`src/rtl/niosii_system_data_format_adapter_pack2.sv`:
```
// Multi-channel Avalon-ST width adapter: packs pairs of SYMBOL_W input symbols
// into 2-symbol output beats. Each channel's half-built word lives in an
// external state RAM. The block reads the state, merges the new symbol and
// writes the state back. A small output FIFO absorbs sink backpressure.
module niosii_system_data_format_adapter_pack2 #(
    parameter int SYMBOL_W  = 8,
    parameter int CHANNEL_W = 1
) (
    input  logic                  clk,
    input  logic                  reset_n,
    input  logic [SYMBOL_W-1:0]   in_data,
    input  logic [CHANNEL_W-1:0]  in_channel,
    input  logic                  in_sop,
    input  logic                  in_eop,
    input  logic                  in_valid,
    output logic                  in_ready,
    output logic [2*SYMBOL_W-1:0] out_data,
    output logic [CHANNEL_W-1:0]  out_channel,
    output logic                  out_sop,
    output logic                  out_eop,
    output logic                  out_empty,
    output logic                  out_valid,
    input  logic                  out_ready,
    output logic                  err_orphan,
    output logic [CHANNEL_W-1:0]  st_wr_address,
    output logic [SYMBOL_W+1:0]   st_wr_writedata,
    output logic                  st_wr_write,
    input  logic                  st_wr_waitrequest,
    output logic [CHANNEL_W-1:0]  st_rd_address,
    input  logic [SYMBOL_W+1:0]   st_rd_readdata
);

    // State word: {pending, held_sop, held_symbol}
    localparam int STATE_W = SYMBOL_W + 2;
    // FIFO entry: {data, channel, sop, eop, empty}
    localparam int ENTRY_W = 2*SYMBOL_W + CHANNEL_W + 3;

    logic                  accept_p0;
    logic                  clear_done;

    logic                  vld_p1;
    logic [SYMBOL_W-1:0]   data_p1;
    logic [CHANNEL_W-1:0]  chan_p1;
    logic                  sop_p1;
    logic                  eop_p1;

    logic                  pending_p1;
    logic                  held_sop_p1;
    logic [SYMBOL_W-1:0]   held_sym_p1;
    logic                  pair_p1;
    logic                  emit_p1;
    logic [ENTRY_W-1:0]    entry_p1;
    logic [STATE_W-1:0]    next_state_p1;

    logic [ENTRY_W-1:0]    fifo_mem [2];
    logic                  wr_ptr;
    logic                  rd_ptr;
    logic [1:0]            used;
    logic [1:0]            occupancy;
    logic                  push;
    logic                  pop;
    logic [ENTRY_W-1:0]    head;

    // ---- S0: issue the state read for the offered channel, accept the beat
    assign st_rd_address = in_channel;
    assign occupancy     = used + {1'b0, vld_p1};
    // The S1 beat may still land in the FIFO, so it is counted as occupied;
    // this keeps S1 stall-free and the FIFO from overflowing.
    assign in_ready      = clear_done && !st_wr_waitrequest && (occupancy < 2'd2);
    assign accept_p0     = in_valid && in_ready;

    // Remember that the state RAM has finished its post-reset clear
    always_ff @(posedge clk or negedge reset_n) begin
        if (!reset_n) begin
            clear_done <= 1'b0;
        end else if (!st_wr_waitrequest) begin
            clear_done <= 1'b1;
        end
    end

    // S1 valid: one accepted beat in flight, discarded by reset
    always_ff @(posedge clk or negedge reset_n) begin
        if (!reset_n) begin
            vld_p1 <= 1'b0;
        end else begin
            vld_p1 <= accept_p0;
        end
    end

    // S1 payload capture; qualified by vld_p1 so it needs no reset
    always_ff @(posedge clk) begin
        if (accept_p0) begin
            data_p1 <= in_data;
            chan_p1 <= in_channel;
            sop_p1  <= in_sop;
            eop_p1  <= in_eop;
        end
    end

    // ---- S1: state for chan_p1 is on readdata (write-first RAM covers the
    //      back-to-back same-channel case, so no local forwarding is needed)
    // Merge the new symbol with the channel's stored half-word
    always_comb begin
        pending_p1    = st_rd_readdata[STATE_W-1];
        held_sop_p1   = st_rd_readdata[SYMBOL_W];
        held_sym_p1   = st_rd_readdata[SYMBOL_W-1:0];
        // A new sop while a symbol is held orphans that symbol
        pair_p1       = pending_p1 && !sop_p1;
        emit_p1       = vld_p1 && (pair_p1 || eop_p1);
        entry_p1      = {data_p1, {SYMBOL_W{1'b0}}, chan_p1, sop_p1, 1'b1, 1'b1};
        next_state_p1 = '0;
        if (pair_p1) begin
            entry_p1 = {held_sym_p1, data_p1, chan_p1, held_sop_p1, eop_p1, 1'b0};
        end else if (!eop_p1) begin
            next_state_p1 = {1'b1, sop_p1, data_p1};
        end
    end

    assign err_orphan      = vld_p1 && pending_p1 && sop_p1;
    assign st_wr_write     = vld_p1;
    assign st_wr_address   = chan_p1;
    assign st_wr_writedata = next_state_p1;

    // ---- Output FIFO (2 entries), head drives the sink
    assign push      = emit_p1;
    assign out_valid = (used != 2'd0);
    assign pop       = out_valid && out_ready;
    assign head      = fifo_mem[rd_ptr];
    assign {out_data, out_channel, out_sop, out_eop, out_empty} = out_valid ? head : '0;

    // FIFO pointers and fill level; reset empties the FIFO
    always_ff @(posedge clk or negedge reset_n) begin
        if (!reset_n) begin
            wr_ptr <= 1'b0;
            rd_ptr <= 1'b0;
            used   <= 2'd0;
        end else begin
            if (push) begin
                wr_ptr <= ~wr_ptr;
            end
            if (pop) begin
                rd_ptr <= ~rd_ptr;
            end
            used <= used + {1'b0, push} - {1'b0, pop};
        end
    end

    // FIFO storage write
    always_ff @(posedge clk) begin
        if (push) begin
            fifo_mem[wr_ptr] <= entry_p1;
        end
    end

endmodule
```
`config.mk`:
```
export PLATFORM = sky130hd
export DESIGN_NAME = niosii_system_data_format_adapter_pack2
export DESIGN_NICKNAME = d
export VERILOG_FILES = /design/src/rtl/niosii_system_data_format_adapter_pack2.sv
export SDC_FILE = /design/constraint.sdc
export NUM_CORES = 1
export LEC_CHECK = 0
export ABC_AREA = 1
export CAP_MARGIN = 40
export CORE_MARGIN = 2
export CORE_UTILIZATION = 33
export CTS_BUF_LIST = sky130_fd_sc_hd__clkbuf_8
export DETAILED_ROUTE_END_ITERATION = 8
export GPL_TIMING_DRIVEN = 0
export PLACE_DENSITY_LB_ADDON = 0.12
export SLEW_MARGIN = 25
export SYNTH_ARGS = -nofsm -noshare
export SYNTH_HDL_FRONTEND = slang
export SYNTH_SLANG_ARGS = --single-unit
```
`constraint.sdc`:
```
create_clock -name clk -period 2.17 [get_ports clk]
set_input_delay 0.217 -clock clk [delete_from_list [all_inputs] [get_ports clk]]
set_output_delay 0.217 -clock clk [all_outputs]
set_load 0.05 [all_outputs]
```
; Word level (Yosys, flattened, before mapping)
; Memories as Yosys holds them, arrays and structs flattened.
; Cells that the tools add are included.
[totals]
register_bits = 17
latch_bits = 0
mem_bits_rw = 40
mem_bits_ro = 0
in_bits = 26
out_inout_bits = 36
elab_cells = 34
memories = 1
[op_classes]
n_addsub = 3
n_mul = 0
div_mod_pow = 0
order_cmp = 1
eq_ne = 0
shift = 0
muxes = 6
bitwise_logic = 2
n_reduce_logical = 12
[mem_list]
columns = memory, words, width, read_ports, rd_clocked_by_memory_dff, write_ports, line_no
row1 = fifo_mem, 2, 20, 1, 0, 1, 55  ; logic [ENTRY_W-1:0] fifo_mem [2];
[ops]
columns = cell, count
row1 = $mux 20, 2
row2 = $mux 10, 2
row3 = $logic_and 1x1->1, 8
row4 = $add 2x1->2, 2
row5 = $logic_not 1->1, 2
row6 = $lt 2x2->1 const B, 1
row7 = $mux 1, 2
row8 = $not 1->1, 2
row9 = $reduce_bool 2->1, 1
row10 = $sub 2x1->2, 1
row11 = $logic_or 1x1->1, 1

; Logic depth before layout (Yosys ltp)
; Gate-level depths: netlist of the first run.
[depth]
ltp_word = 6
depth_mapped = 9
ltp_nobuf = 9

; Worst setup path after synthesis of the first run
; No wires, ideal clock.
[synth_timing]
path_type = reg2reg
from = reg vld_p1, in the netlist st_wr_write
to = reg data_p1[0] (enable)
arrival_time_ns = 1.782
setup_slack_ns = -0.007
path_stages_with_launch = 3
n_path_buf = 0
period_less_slack_ns = 2.177
cell_sequence = dfrtp_1 > a21oi_1 > nor3_1
[synth_via]
elab_chain_cells = 4
[synth_lines]
columns = item, line_no
row1 = from (decl), 41  ; logic vld_p1;
row2 = from (signal assigned), 86  ; vld_p1 <= accept_p0;
row3 = $add 2x1->2, 66  ; assign occupancy = used + {1'b0, vld_p1};
row4 = $lt 2x2->1, 69  ; assign in_ready = clear_done && !st_wr_waitrequest && (occupancy < 2'd2);
row5 = $logic_and 1x1->1, 69
row6 = $logic_and 1x1->1, 70  ; assign accept_p0 = in_valid && in_ready;
row7 = named net accept_p0, 38  ; logic accept_p0;
row8 = to (signal assigned), 93  ; data_p1 <= in_data;
row9 = to (decl), 42  ; logic [SYMBOL_W-1:0] data_p1;
; The timed path passes the listed nets, and every way through them passes these cells.
; A chain may end at the register's enable or synchronous reset.

; Worst setup path in the final report of the first run
[layout_timing]
from = reg rd_ptr
to = out out_data[14]
[layout_via]
elab_chain_cells = 2
[layout_lines]
columns = item, line_no
row1 = from (decl), 57  ; logic rd_ptr;
row2 = from (signal assigned), 142  ; rd_ptr <= ~rd_ptr;
row3 = $mem_v2 2x20, n/a
row4 = $mux 20, 129  ; assign {out_data, out_channel, out_sop, out_eop, out_empty} = out_valid ? head : '0;
row5 = to (decl), 17  ; output logic [2*SYMBOL_W-1:0] out_data,
; No other way between the ends.

==> flow_summary.ini, run 1 <==
[outcome]
status = complete, no violations

[sta]
min_period_ns = 2.04
setup_violations = 0
worst_pin_slew_ns = 0.642
slew_headroom = 0.571
clock.fmax_mhz = 489
rsz0062_at_grt = no
fin_worst_skew_ns = 0.00839
finalHoldViolations = 0
fin_crit_sh = 0.942
slew_violations = 0

[yosys]
synth_seq_cells = 57
postSynthAreaPerCell_um2 = 11.2
syn_area_um2 = 2390
synth_warnings = 0
ys_seq_area_frac = 0.703
synth_cells = 214
syn_nets = 241
synth_cell_types = 22

[grt]
grt_max_degree = 22
grt_usage = 0.149
grt_pass1_vias = 1644
grt_overflow = 0
antenna_found_initial = 0
grt_first_pass_wirelength_um = 8290

[cts]
holdBufCountCts = 0
cts_made_buffers = 9
clockBufferDepth = 2
cts-root-buf = clkbuf_8
htreeDepth = 3
insertion_delay_ns = 0.33
cts-resized-gates = 31
post-cts-setup-buffer-count = 0
cts_tree = yes
clock-sinks = 57
path_clk_slew_ns = 0.07

[pwr]
p_clk_frac = 0.227
p_seq_frac = 0.322
power_w = 0.00431
p_sw_frac = 0.444
vdd_drop_max_mv = 0.385
internal-power_w = 0.00240
combPwrFrac = 0.450
leakage_nw = 1.40
p_per_area_nw_per_um2 = 1300
power_switching_w = 0.00191

[setup_path]
r2r_start = sop_p1$_DFFE_PP_
slowest_stage = dlygate4sd2_1
worstRegToRegCells = 6
worstSetupStartpoint = rd_ptr$_DFFE_PN0P_
worstPathRequired_ns = 1.95
cp_cell_sequence = inv_1, buf_2, nand2_1, a21oi_1, dlygate4sd2_1
arrival_ns = 1.83
worstReg2RegEnd = fifo_mem[1][10]$_DFFE_PP_
critical_path_class = flop to output port
reg2reg_setup_slack_ns = 0.44
crit_path_max_fanout = 10
crit_end = out_data[14]
cp_slowest_stage_delay_ns = 0.55
start_kind = flop
end_kind = output port

[floorplanning]
core_region_area_um2 = 7140
io_pins = 62
die_area_um2 = 7950
num_rows = 31
die_x_um = 89.1
die_y_um = 89.1
initial_utilization = 0.335

[detailed_routing]
drc = 0
dr.pass1.iters = 4
wire_per_inst_um = 13.8
vias = 1677
drtAntennaViolNets = 0
drt-initial-drc-count = 67
routed_wl_um = 5390
via_per_inst = 4.29

[placed_design]
dp_hpwl_um = 3570
port_buffers = 61
place_congestion = 0.678
dp.cells = 374

[layout]
diodes = 0
drive_above_1_share = 0.116
final_nets = 314
syn2layout_area_growth_pct = 38.4
fin_cells = 391
nFillCells = 713
final_util = 0.464

[flow_run]
drv_cap = 0

[hold_path]
hp-class = primary input to asynchronous set/reset pin
cells in the mapped netlist:
cell type,n,area share
nand4_1,1,0.0026
and2_1,1,0.0026
inv_2,1,0.0016
nor2_1,23,0.036
buf_8,1,0.0063
nor3_1,1,0.0021
or2_2,1,0.0026
nand3_1,3,0.0063
nand2_1,58,0.091
o21ai_0,8,0.017
buf_6,1,0.0047
ha_1,1,0.0052
buf_4,2,0.0063
xor2_1,1,0.0037
inv_1,22,0.035
dfrtp_1,6,0.063
edfxtp_1,51,0.64
nor2_2,1,0.0026
buf_2,6,0.013
a21oi_1,22,0.046
nand2_8,1,0.0084
nand2_2,2,0.0052
through the flow:
stage                     hold slack (ns)  setup TNS (ns)  instance area [um2]  worst slack (ns)
after floorplan                   -0.0786               0                 2400            0.0409
after global placement              0.453          -20.84                 3130            -0.754
after detailed placement            0.467          -0.953                 3140            -0.123
after CTS                           0.126               0                 3300            0.0687
after global routing                0.137               0                 3310           0.00244
final                               0.132               0                 3310             0.126
worst min-delay path by stage:
stage	from	end	slack, ns	cells after the start
finish	reset_n	st_wr_write$_DFF_PN0_	0.13	1
global placement	clear_done$_DFFE_PN0N_	clear_done$_DFFE_PN0N_	0.45	1
global route	reset_n	used[1]$_DFF_PN0_	0.14	1
floorplan	reset_n	clear_done$_DFFE_PN0N_	-0.08	0
CTS	reset_n	st_wr_write$_DFF_PN0_	0.13	1
detailed placement	st_wr_address$_DFFE_PP_	fifo_mem[1][3]$_DFFE_PP_	0.47	0
cell type report:
class                   count  area [um2]  share of cell area
flip-flops and latches     57        1680               0.508
repair buffers             62         578               0.175
multi-input cells         124         571               0.172
clock buffers              11         151              0.0457
well taps                  99         124              0.0374
inverters                  23        86.3              0.0261
plain buffers              10        71.3              0.0215
clock inverters             5        47.5              0.0144
cell families after synthesis:
group / Yosys count / share of synthesized area
simple gates: 92 / 0.160
flops: 57 / 0.703
buf+inv: 33 / 0.0659
compound gates: 30 / 0.0628
xor+xnor: 1 / 0.00366
fa+ha+maj: 1 / 0.00523
power groups by stage:
stage / registers (W) / clock network (W) / logic (W)
floorplan: 0.00141 / 0 / 0.00141
global placement: 0.00141 / 0 / 0.00212
detailed placement: 0.00141 / 0 / 0.00213
CTS: 0.00139 / 0.00100 / 0.00197
global route: 0.00140 / 0.00105 / 0.00209
finish: 0.00139 / 0.000981 / 0.00194
layout by cell type (no fill, tap or decap), types with 2 or more instances in the layout:
cell type	Yosys	layout
buf_4	2	3
edfxtp_1	51	51
a21oi_1	22	22
clkdlybuf4s50_1	0	29
nand2_1	58	58
buf_2	6	6
nor2_4	0	2
nor2_1	23	22
clkinv_2	0	2
o21ai_0	8	8
inv_1	22	24
dlygate4sd2_1	0	30
dfrtp_1	6	6
nand3_1	3	3
nand2_2	2	2
clkbuf_8	0	11
registers in the layout, summed over array words and instances, names as in the netlist:
signal	cells
data_p1	8
rd_ptr	1
st_wr_write	1
wr_ptr	1
sop_p1	1
fifo_mem	40
st_wr_address	1
eop_p1	1
used	2
clear_done	1
critical path: cells and delay by family (launching register included):
kind                   cells  cell delay [ns]
AND/OR/NAND/NOR            1             0.07
buffers and inverters      3             0.85
AO/OA/AOI/OAI              1             0.17
flip-flops                 1             0.41
per-layer routing:
metal,GRT usage,vias to the layer above,part of all wire
met5,0,-,0
met4,0.0814,0,0.014
met3,0.0425,5,0.050
met2,0.234,52,0.48
met1,0.188,764,0.45
li1,-,856,-
No activity file was read; power rests on OpenSTA's default activity.
==> run 2: changes to the inputs <==
GPL_TIMING_DRIVEN = unset   (was 0)
==> flow_summary.ini, run 2 (synthesis gave the netlist of run 1 again) <==
[sta]
clock.fmax_mhz = 525
setup_tns_ns = 0
min_period_ns = 1.90
slew_headroom = 0.669
setup_violations = 0
fin_worst_skew_ns = 0.00456
whs_ns = 0.145
worst_pin_slew_ns = 0.494
fin_crit_sh = 0.878
slew_violations = 0
rsz0062_at_grt = no
finalHoldViolations = 0

[pwr]
p_sw_frac = 0.439
leakage_nw = 1.35
p_clk_frac = 0.195
combPwrFrac = 0.480
p_per_area_nw_per_um2 = 1280
power_switching_w = 0.00187
p_seq_frac = 0.325
internal-power_w = 0.00238
vdd_drop_max_mv = 0.434

[grt]
grt_pass1_vias = 1660
use_met2 = 0.215
use_met3 = 0.0471
grt_max_degree = 22
grt_usage = 0.141
antenna_found_initial = 0
grt.busiest_layer = met2
grt_overflow = 0
grt_first_pass_wirelength_um = 8080
met1_usage = 0.181

[setup_path]
cp_slowest_stage_delay_ns = 0.86
reg2reg_setup_slack_ns = 0.70
path_delay_family = buffers and inverters
start_kind = flop
end_kind = output port
crit_buf_inv = 1
cp_cell_sequence = clkdlybuf4s50_1
arrival_ns = 1.69
crit_path_max_fanout = 8
worstPathRequired_ns = 1.95
slowest_stage = clkdlybuf4s50_1
critical_path_class = flop to output port

[layout]
syn2layout_area_growth_pct = 39.1
largest_register = fifo_mem
final_nets = 310
diodes = 0
drive_above_1_share = 0.198
seq_area_um2 = 1680
reg_top3 = fifo_mem (40), data_p1 (8), used (2)
final_cell_mix = nand2_1 (58), edfxtp_1 (51), clkdlybuf4s50_1 (29), buf_4 (29), inv_1 (27)
multi_input_area_um2 = 558
largest_reg_flops = 40
final_util = 0.466
layout_commonest_cell = nand2_1
nFillCells = 712

[placed_design]
port_buffers = 61
place_congestion = 0.720
dp_hpwl_um = 3440

[flow_run]
drv_cap = 0

[detailed_routing]
routed_wl_um = 4930
dr.pass1.iters = 4
vias = 1634
drc = 0
via_per_inst = 4.22
drtAntennaViolNets = 0
wire_per_inst_um = 12.7
drt-initial-drc-count = 65

[cts]
holdBufCountCts = 0
insertion_delay_ns = 0.32
clockBufferDepth = 2
htreeDepth = 3
post-cts-setup-buffer-count = 0
cts_made_buffers = 9
cts-resized-gates = 0
path_clk_slew_ns = 0.06
clock-sinks = 57
cts_tree = yes
cts-root-buf = clkbuf_8

[floorplanning]
num_rows = 31
die_area_um2 = 7950
io_pins = 62
die_x_um = 89.1
initial_utilization = 0.335
core_region_area_um2 = 7140
die_y_um = 89.1

[hold_path]
hp-class = primary input to asynchronous set/reset pin

[outcome]
status = complete, no violations
## run 2: metrics by stage
step	setup WS (ns)	cells	cell area [um2]	power (W)
final	0.265	387	3330	0.00425
after global routing	0.167	387	3330	0.00450
after CTS	0.242	387	3330	0.00431
after detailed placement	0.379	371	3160	0.00347
after global placement	0.403	371	3160	0.00347
after floorplan	0.0409	214	2400	0.00282
## run 2: power by group through the flow
stage               registers [W]  clock network (W)  logic, W
floorplan                 0.00141                  0   0.00141
global placement          0.00140                  0   0.00206
detailed placement        0.00140                  0   0.00207
CTS                       0.00138           0.000854   0.00207
global route              0.00139           0.000912   0.00220
finish                    0.00138           0.000830   0.00204
## run 2: worst reg2reg max path, stage by stage (launching register included)
cell,delay [ns]
edfxtp_1,0.38
inv_2,0.09
nand2_2,0.10
nand2_8,0.12
nand2_2,0.08
nor2_1,0.10
buf_4,0.28
## run 2: layout make-up
class                           count  share of cell area
Tap cell                           99              0.0372
Clock buffer                       11              0.0455
Clock inverter                      5             0.00564
Timing Repair Buffer               68               0.213
Inverter                           23              0.0259
Sequential cell                    57               0.505
Multi-Input combinational cell    124               0.168
## run 2: final timing paths
path	startpoint	to	cells past startpoint
max in group asynchronous	reset_n	rd_ptr$_DFFE_PN0P_	1
setup reg to reg	sop_p1$_DFFE_PP_	fifo_mem[0][4]$_DFFE_PP_	6
setup / recovery	st_wr_write$_DFF_PN0_	st_wr_write	1
hold reg to reg	clear_done$_DFFE_PN0N_	clear_done$_DFFE_PN0N_	1
hold / removal	reset_n	clear_done$_DFFE_PN0N_	1
min in group clk	in_data[7]	data_p1[7]$_DFFE_PP_	1
## run 2: per-layer routing
layer / part of all wire / wire [um]
met4: 0.022 / 109
met3: 0.063 / 308
met1: 0.45 / 2200
met2: 0.47 / 2310
met5: 0 / 0
